## src/rtl/mem_arb_pkg.sv

```systemverilog
// Shared types and constants for the two-port memory arbiter.
package mem_arb_pkg;

    typedef enum logic [1:0] {
        IDLE  = 2'd0,
        ISSUE = 2'd1,
        RESP  = 2'd2
    } arb_state_e;

    // Access size/sign, funct3 encoding
    localparam logic [2:0] MODE_B  = 3'b000;
    localparam logic [2:0] MODE_H  = 3'b001;
    localparam logic [2:0] MODE_W  = 3'b010;
    localparam logic [2:0] MODE_BU = 3'b100;
    localparam logic [2:0] MODE_HU = 3'b101;

    localparam logic PORT0 = 1'b0;
    localparam logic PORT1 = 1'b1;

endpackage

```

## src/rtl/mem_arb_pick.sv

```systemverilog
// Winner selection for mem_arbiter. MEM_ARB_RR_EN selects round robin with a
// last-owner register; otherwise port 0 has fixed priority.
module mem_arb_pick
    import mem_arb_pkg::*;
(
`ifdef MEM_ARB_RR_EN
    input  logic clk,
    input  logic reset,
    input  logic grant_i,
`endif
    input  logic req0_i,
    input  logic req1_i,
    output logic winner_o
);

`ifdef MEM_ARB_RR_EN
    logic last_q;

    // Reset value makes port 0 the winner of the first contention
    always_ff @(posedge clk or negedge reset) begin
        if (!reset) begin
            last_q <= PORT1;
        end else if (grant_i) begin
            last_q <= winner_o;
        end
    end

    always_comb begin
        winner_o = PORT0;
        if (req0_i && req1_i) begin
            winner_o = ~last_q;
        end else if (req1_i) begin
            winner_o = PORT1;
        end
    end
`else
    assign winner_o = (req1_i && !req0_i) ? PORT1 : PORT0;
`endif

endmodule

```

## src/rtl/mem_arbiter.sv

```systemverilog
// Two-port arbiter onto one shared memory: IDLE -> ISSUE -> RESP, one
// transaction in flight. Define MEM_ARB_RR_EN for round-robin arbitration.
module mem_arbiter
    import mem_arb_pkg::*;
#(
    parameter int unsigned ADDR_W = 32,
    parameter int unsigned DATA_W = 32
) (
    input  logic              clk,
    input  logic              reset,
    input  logic              p0_req,
    output logic              p0_gnt,
    input  logic [ADDR_W-1:0] p0_addr,
    input  logic [DATA_W-1:0] p0_wdata,
    input  logic              p0_we,
    input  logic [2:0]        p0_mode,
    output logic              p0_done,
    output logic [DATA_W-1:0] p0_rdata,
    input  logic              p1_req,
    output logic              p1_gnt,
    input  logic [ADDR_W-1:0] p1_addr,
    input  logic [DATA_W-1:0] p1_wdata,
    input  logic              p1_we,
    input  logic [2:0]        p1_mode,
    output logic              p1_done,
    output logic [DATA_W-1:0] p1_rdata,
    output logic [ADDR_W-1:0] mem_addrs,
    output logic [DATA_W-1:0] data_mem_OUT,
    input  logic [DATA_W-1:0] data_mem_IN,
    output logic [2:0]        mem_MODE,
    output logic              mem_WE,
    output logic              busy
);

    arb_state_e        state_q;
    logic [ADDR_W-1:0] addr_q;
    logic [DATA_W-1:0] wdata_q;
    logic [2:0]        mode_q;
    logic              we_q;
    logic              mem_we_q;
    logic              owner_q;
    logic              done0_q;
    logic              done1_q;
    logic [DATA_W-1:0] rdata0_q;
    logic [DATA_W-1:0] rdata1_q;
    logic              any_req;
    logic              winner;
    logic              grant;
    logic              resp_rd;

    assign any_req = p0_req | p1_req;
    assign grant   = reset && (state_q == IDLE) && any_req;
    assign p0_gnt  = grant && (winner == PORT0);
    assign p1_gnt  = grant && (winner == PORT1);

    mem_arb_pick u_pick (
`ifdef MEM_ARB_RR_EN
        .clk      (clk),
        .reset    (reset),
        .grant_i  (grant),
`endif
        .req0_i   (p0_req),
        .req1_i   (p1_req),
        .winner_o (winner)
    );

    // The request latches double as the memory-side outputs: loaded only on
    // grant, so they present in ISSUE and hold their last value elsewhere.
    assign mem_addrs    = addr_q;
    assign data_mem_OUT = wdata_q;
    assign mem_MODE     = mode_q;
    assign mem_WE       = mem_we_q;
    assign busy         = (state_q != IDLE);
    assign p0_done      = done0_q;
    assign p1_done      = done1_q;

    // Read data is forwarded in RESP so it is valid alongside done
    assign resp_rd  = (state_q == RESP) && !we_q;
    assign p0_rdata = (resp_rd && owner_q == PORT0) ? data_mem_IN : rdata0_q;
    assign p1_rdata = (resp_rd && owner_q == PORT1) ? data_mem_IN : rdata1_q;

    always_ff @(posedge clk or negedge reset) begin
        if (!reset) begin
            state_q  <= IDLE;
            addr_q   <= '0;
            wdata_q  <= '0;
            mode_q   <= '0;
            we_q     <= 1'b0;
            mem_we_q <= 1'b0;
            owner_q  <= PORT0;
            done0_q  <= 1'b0;
            done1_q  <= 1'b0;
            rdata0_q <= '0;
            rdata1_q <= '0;
        end else begin
            case (state_q)
                IDLE: begin
                    if (any_req) begin
                        owner_q  <= winner;
                        addr_q   <= (winner == PORT1) ? p1_addr  : p0_addr;
                        wdata_q  <= (winner == PORT1) ? p1_wdata : p0_wdata;
                        mode_q   <= (winner == PORT1) ? p1_mode  : p0_mode;
                        we_q     <= (winner == PORT1) ? p1_we    : p0_we;
                        mem_we_q <= (winner == PORT1) ? p1_we    : p0_we;
                        state_q  <= ISSUE;
                    end
                end
                ISSUE: begin
                    mem_we_q <= 1'b0;
                    done0_q  <= (owner_q == PORT0);
                    done1_q  <= (owner_q == PORT1);
                    state_q  <= RESP;
                end
                RESP: begin
                    done0_q <= 1'b0;
                    done1_q <= 1'b0;
                    if (!we_q && owner_q == PORT0) rdata0_q <= data_mem_IN;
                    if (!we_q && owner_q == PORT1) rdata1_q <= data_mem_IN;
                    state_q <= IDLE;
                end
                default: state_q <= IDLE;
            endcase
        end
    end

endmodule

```

## config.mk

```make
export PLATFORM = sky130hd
export DESIGN_NAME = mem_arbiter
export DESIGN_NICKNAME = d
export VERILOG_FILES = /design/src/rtl/mem_arb_pkg.sv /design/src/rtl/mem_arb_pick.sv /design/src/rtl/mem_arbiter.sv
export SDC_FILE = /design/constraint.sdc
export NUM_CORES = 1
export LEC_CHECK = 0
export BUFFER_PORTS_ARGS = -buffer_cell sky130_fd_sc_hd__clkbuf_2
export CAP_MARGIN = 20
export CORE_ASPECT_RATIO = 1.75
export CORE_MARGIN = 8
export CORE_UTILIZATION = 30
export DETAILED_ROUTE_END_ITERATION = 10
export GPL_TIMING_DRIVEN = 0
export HOLD_SLACK_MARGIN = 0.06
export SKIP_LAST_GASP = 1
export SYNTH_ARGS = -nofsm -noshare
export SYNTH_HDL_FRONTEND = slang
export SYNTH_SLANG_ARGS = --single-unit
```

## constraint.sdc

```tcl
create_clock -name clk -period 1.9 [get_ports clk]
set_clock_uncertainty 0.1 [all_clocks]
set_input_delay 0 -clock clk [delete_from_list [all_inputs] [get_ports clk]]
set_output_delay 0 -clock clk [all_outputs]
set_load 0.05 [all_outputs]
```

==> key figures <==
Status
  • Status: finished with violations
  • Failing checks: negative setup slack

STA
  • Tmin final: ~2.2 ns
  • Final WS setup: -0.320 ns
  • Hold Fails Final Rpt: 0
  • Worst hold margin: 0.0480 ns
  • Final Cycle Share: 117%
  • Slew @ Worst Pin: 0.480 ns
  • Fmax: 451 MHz
  • Relative slew slack: between 60% and 70%
  • Pins Over Slew Limit: 0
  • Final setup viols: between 60 and 70
  • RSZ-0062 raised after global routing: yes

Synthesis
  • Mapped Cells: approximately 540
  • Fraction of registers with async set/reset: 100%
  • Main area contributors after synthesis: dfrtp_1 (52%), mux2_2 (22%), mux2i_1 (10%), nand2_1 (4.0%), o21ai_0 (3.8%)
  • Seq cells post-synth: ~140
  • Yosys top cell by area: dfrtp_1
  • Count leader, synth: dfrtp_1
  • Post-synth EDFFs: 0
  • Commonest cells post-synth: dfrtp_1 (138), mux2_2 (130), nand2_1 (70)
  • Share of the synthesized area in the top cell type: 52.1%
  • Post-synth cell types: 22
  • Synthesized cell area: 6620 sq um
  • Syn nets: 710
  • Warnings, synthesis: 0
  • Syn_area_per_cell: approximately 12 sq um
  • Sequential element share of the synthesized area: 52.1%
  • Ys flop type: dfrtp_1

Setup path
  • Worst Path Required: 1.80 ns
  • Worst Path Buf+Inv: 5
  • CP cell instances: inv_2 > ha_4 > nor3b_2 > buf_4 > buf_12 > clkbuf_16 > mux2_4 > clkbuf_16
  • CP top delay family: buffers and inverters
  • Kind of start point of the critical path: flop
  • Max incr delay on CP: 0.39 ns
  • Critical path class: reg2out
  • CP max FO: 7
  • Critical path's slowest cell: dfrtp_1
  • Most used cell, CP: clkbuf_16
  • Worst EP arrival: 2.12 ns
  • CP endpoint kind: primary output

Clocking
  • Worst-path clk slew: 0.06 ns
  • Clock Tree Buf Depth: 2
  • Number of buffers created by CTS: 17
  • Sink Count: 138
  • CTS tree: built
  • CTS root buf: clkbuf_16
  • Number of H-tree levels: 4
  • Skew-Pair Late Insertion Delay: 0.42 ns

Routing
  • DR DRC count: 0
  • Drt via density: between 4 and 5
  • 1st-iter DRT viols: 287
  • Via count: 6272
  • WL per Instance: 18.8 um
  • Drt total wl: 25900 um
  • Post-route ant nets: 0
  • TritonRoute pass-1 iters: 4

Placement
  • Routability congestion estimate: 0.760
  • Dpl hpwl: 16200 um
  • Port Buf Inserts: 308
  • Placement-stage cell area: ~8600 sq um
  • Dpl cells: between 1000 and 1500

Global route
  • Tot GR Track Use: a little under a fifth
  • Initial antenna violation count: 1
  • First-pass GRT wire length: 39000 um
  • Largest net degree at the start of global routing: 89
  • Vias in the first global route: 7143
  • Grt total ovfl: 0

Finish
  • Fin area: about 13000 sq um
  • Fin nets: 1239
  • Register area: about 3500 sq um
  • Post-route insts no fill: approximately 1400
  • Layout cell share with drive strength beyond 1: 50.6%
  • Area taken by multi-input logic gates: 3170 sq um
  • Layout area overhead: 90.4%
  • Fill cell count: 1729
  • Finished Core Util: 57.6%

Die
  • Rows: 72
  • Die W: 128 um
  • Io pins: 309
  • Initial core utilization: 30.3%
  • Die area: 27300 sq um
  • Die Height: 213 um
  • CORE AREA: 21900 sq um

Pwr
  • Power Dens Cells: 1920 nW/um^2
  • Static Leak: 0.00636 uW
  • Max VDD drop: 1050 uV
  • Design Power: 24200 uW

Worst hold path
  • Worst hold-check path type: in2reg

Flow run
  • Maxcap violations: 0
[through the flow]
| stage | setup TNS [ns] | setup slack (ns) |
|---|---|---|
| floorplan | 0 | 0.154 |
| global placement | -252.35 | -1.90 |
| detailed placement | -19.87 | -0.224 |
| CTS | -18.88 | -0.366 |
| global route | -17.64 | -0.385 |
| finish | -13.15 | -0.320 |
[final cells by class]
cell class                 count  share of cell area, %
clock buffer                  22                   3.84
antenna                        1                 0.0198
tap                          296                   2.94
sequential                   138                   27.4
multi-input combinational    357                   25.1
timing repair buffer         516                   37.1
inverter                       4                  0.139
buffer                        30                   2.53
clock inverter                10                  0.903
[worst reg2reg max path, stage by stage, from the launching register on]
cell	delay, ns
dfrtp_1	0.37
inv_2	0.06
ha_4	0.16
nand3b_1	0.11
buf_4	0.12
buf_6	0.12
buf_4	0.11
buf_4	0.21
mux2_2	0.38
[registers in the layout, indices dropped and copies added (netlist names)]
signal,count
we_q,1
rdata0_q,32
mem_MODE,3
p1_done,1
mem_WE,1
data_mem_OUT,32
owner_q,1
mem_addrs,32
p0_done,1
state_q,2
rdata1_q,32
[routing by layer]
layer	vias to the layer above	routed length, um	global-route usage, %
met1	3059	9210	18.3
li1	2942	-	-
met3	42	1530	5.35
met4	0	671	7.34
met2	229	14500	35.3
met5	-	0	0
[final timing paths]
path | startpoint | end | slack [ns] | depth (start not counted)
setup / recovery | state_q[0]$_DFFE_PN0P_ | p0_rdata[15] | -0.32 | 8
hold / removal | p1_we | mem_WE$_DFFE_PN0P_ | 0.05 | 4
setup reg to reg | state_q[0]$_DFFE_PN0P_ | rdata1_q[11]$_DFFE_PN0P_ | 0.05 | 8
hold reg to reg | mem_addrs[4]$_DFFE_PN0P_ | mem_addrs[4]$_DFFE_PN0P_ | 0.38 | 2
max in group asynchronous | reset | data_mem_OUT[6]$_DFFE_PN0P_ | 0.74 | 6
min in group asynchronous | reset | rdata1_q[14]$_DFFE_PN0P_ | 0.50 | 6
[where the power goes]
group / internal (uW) / leakage [uW] / switching [uW]
clock network: 2070 / 0.000297 / 1290
logic: 6440 / 0.00441 / 9100
registers: 4430 / 0.00165 / 839
[cells by family (layout without fill, tap and decap cells)]
group,Yosys count,count (layout),synth area share [%]
DFF,138,138,52.1
AOI/OAI and AO/OA,75,76,5.80
other,0,1,0
adders and majority gates,3,3,0.567
muxes,198,198,32.4
buffers and inverters,41,582,4.23
and+or+nand+nor,80,80,4.87
[layout by cell type, fill, tap and decap left out, drive strengths merged, types with 2 or more instances in the layout]
cell         instances
ha                   3
dlygate4sd3        172
dfrtp              138
a21oi                3
nand3b               2
mux2i               68
nor3b                2
mux2               130
buf                 96
clkinv               5
nor2                 3
bufinv               2
nand2               70
nand2b               2
inv                  6
o21ai               71
clkbuf             300
[repair_timing]
action / CTS / global route
setup buffers: 22 / 5
hold buffers: 174 / 3
cloned: 5 / 4
hold endpoints to repair: 274 / 53
setup endpoints to repair: 172 / 124
gates resized for setup: 235 / 92
pin swaps: 1 / 3
No activity file was read; power rests on OpenSTA's default activity.
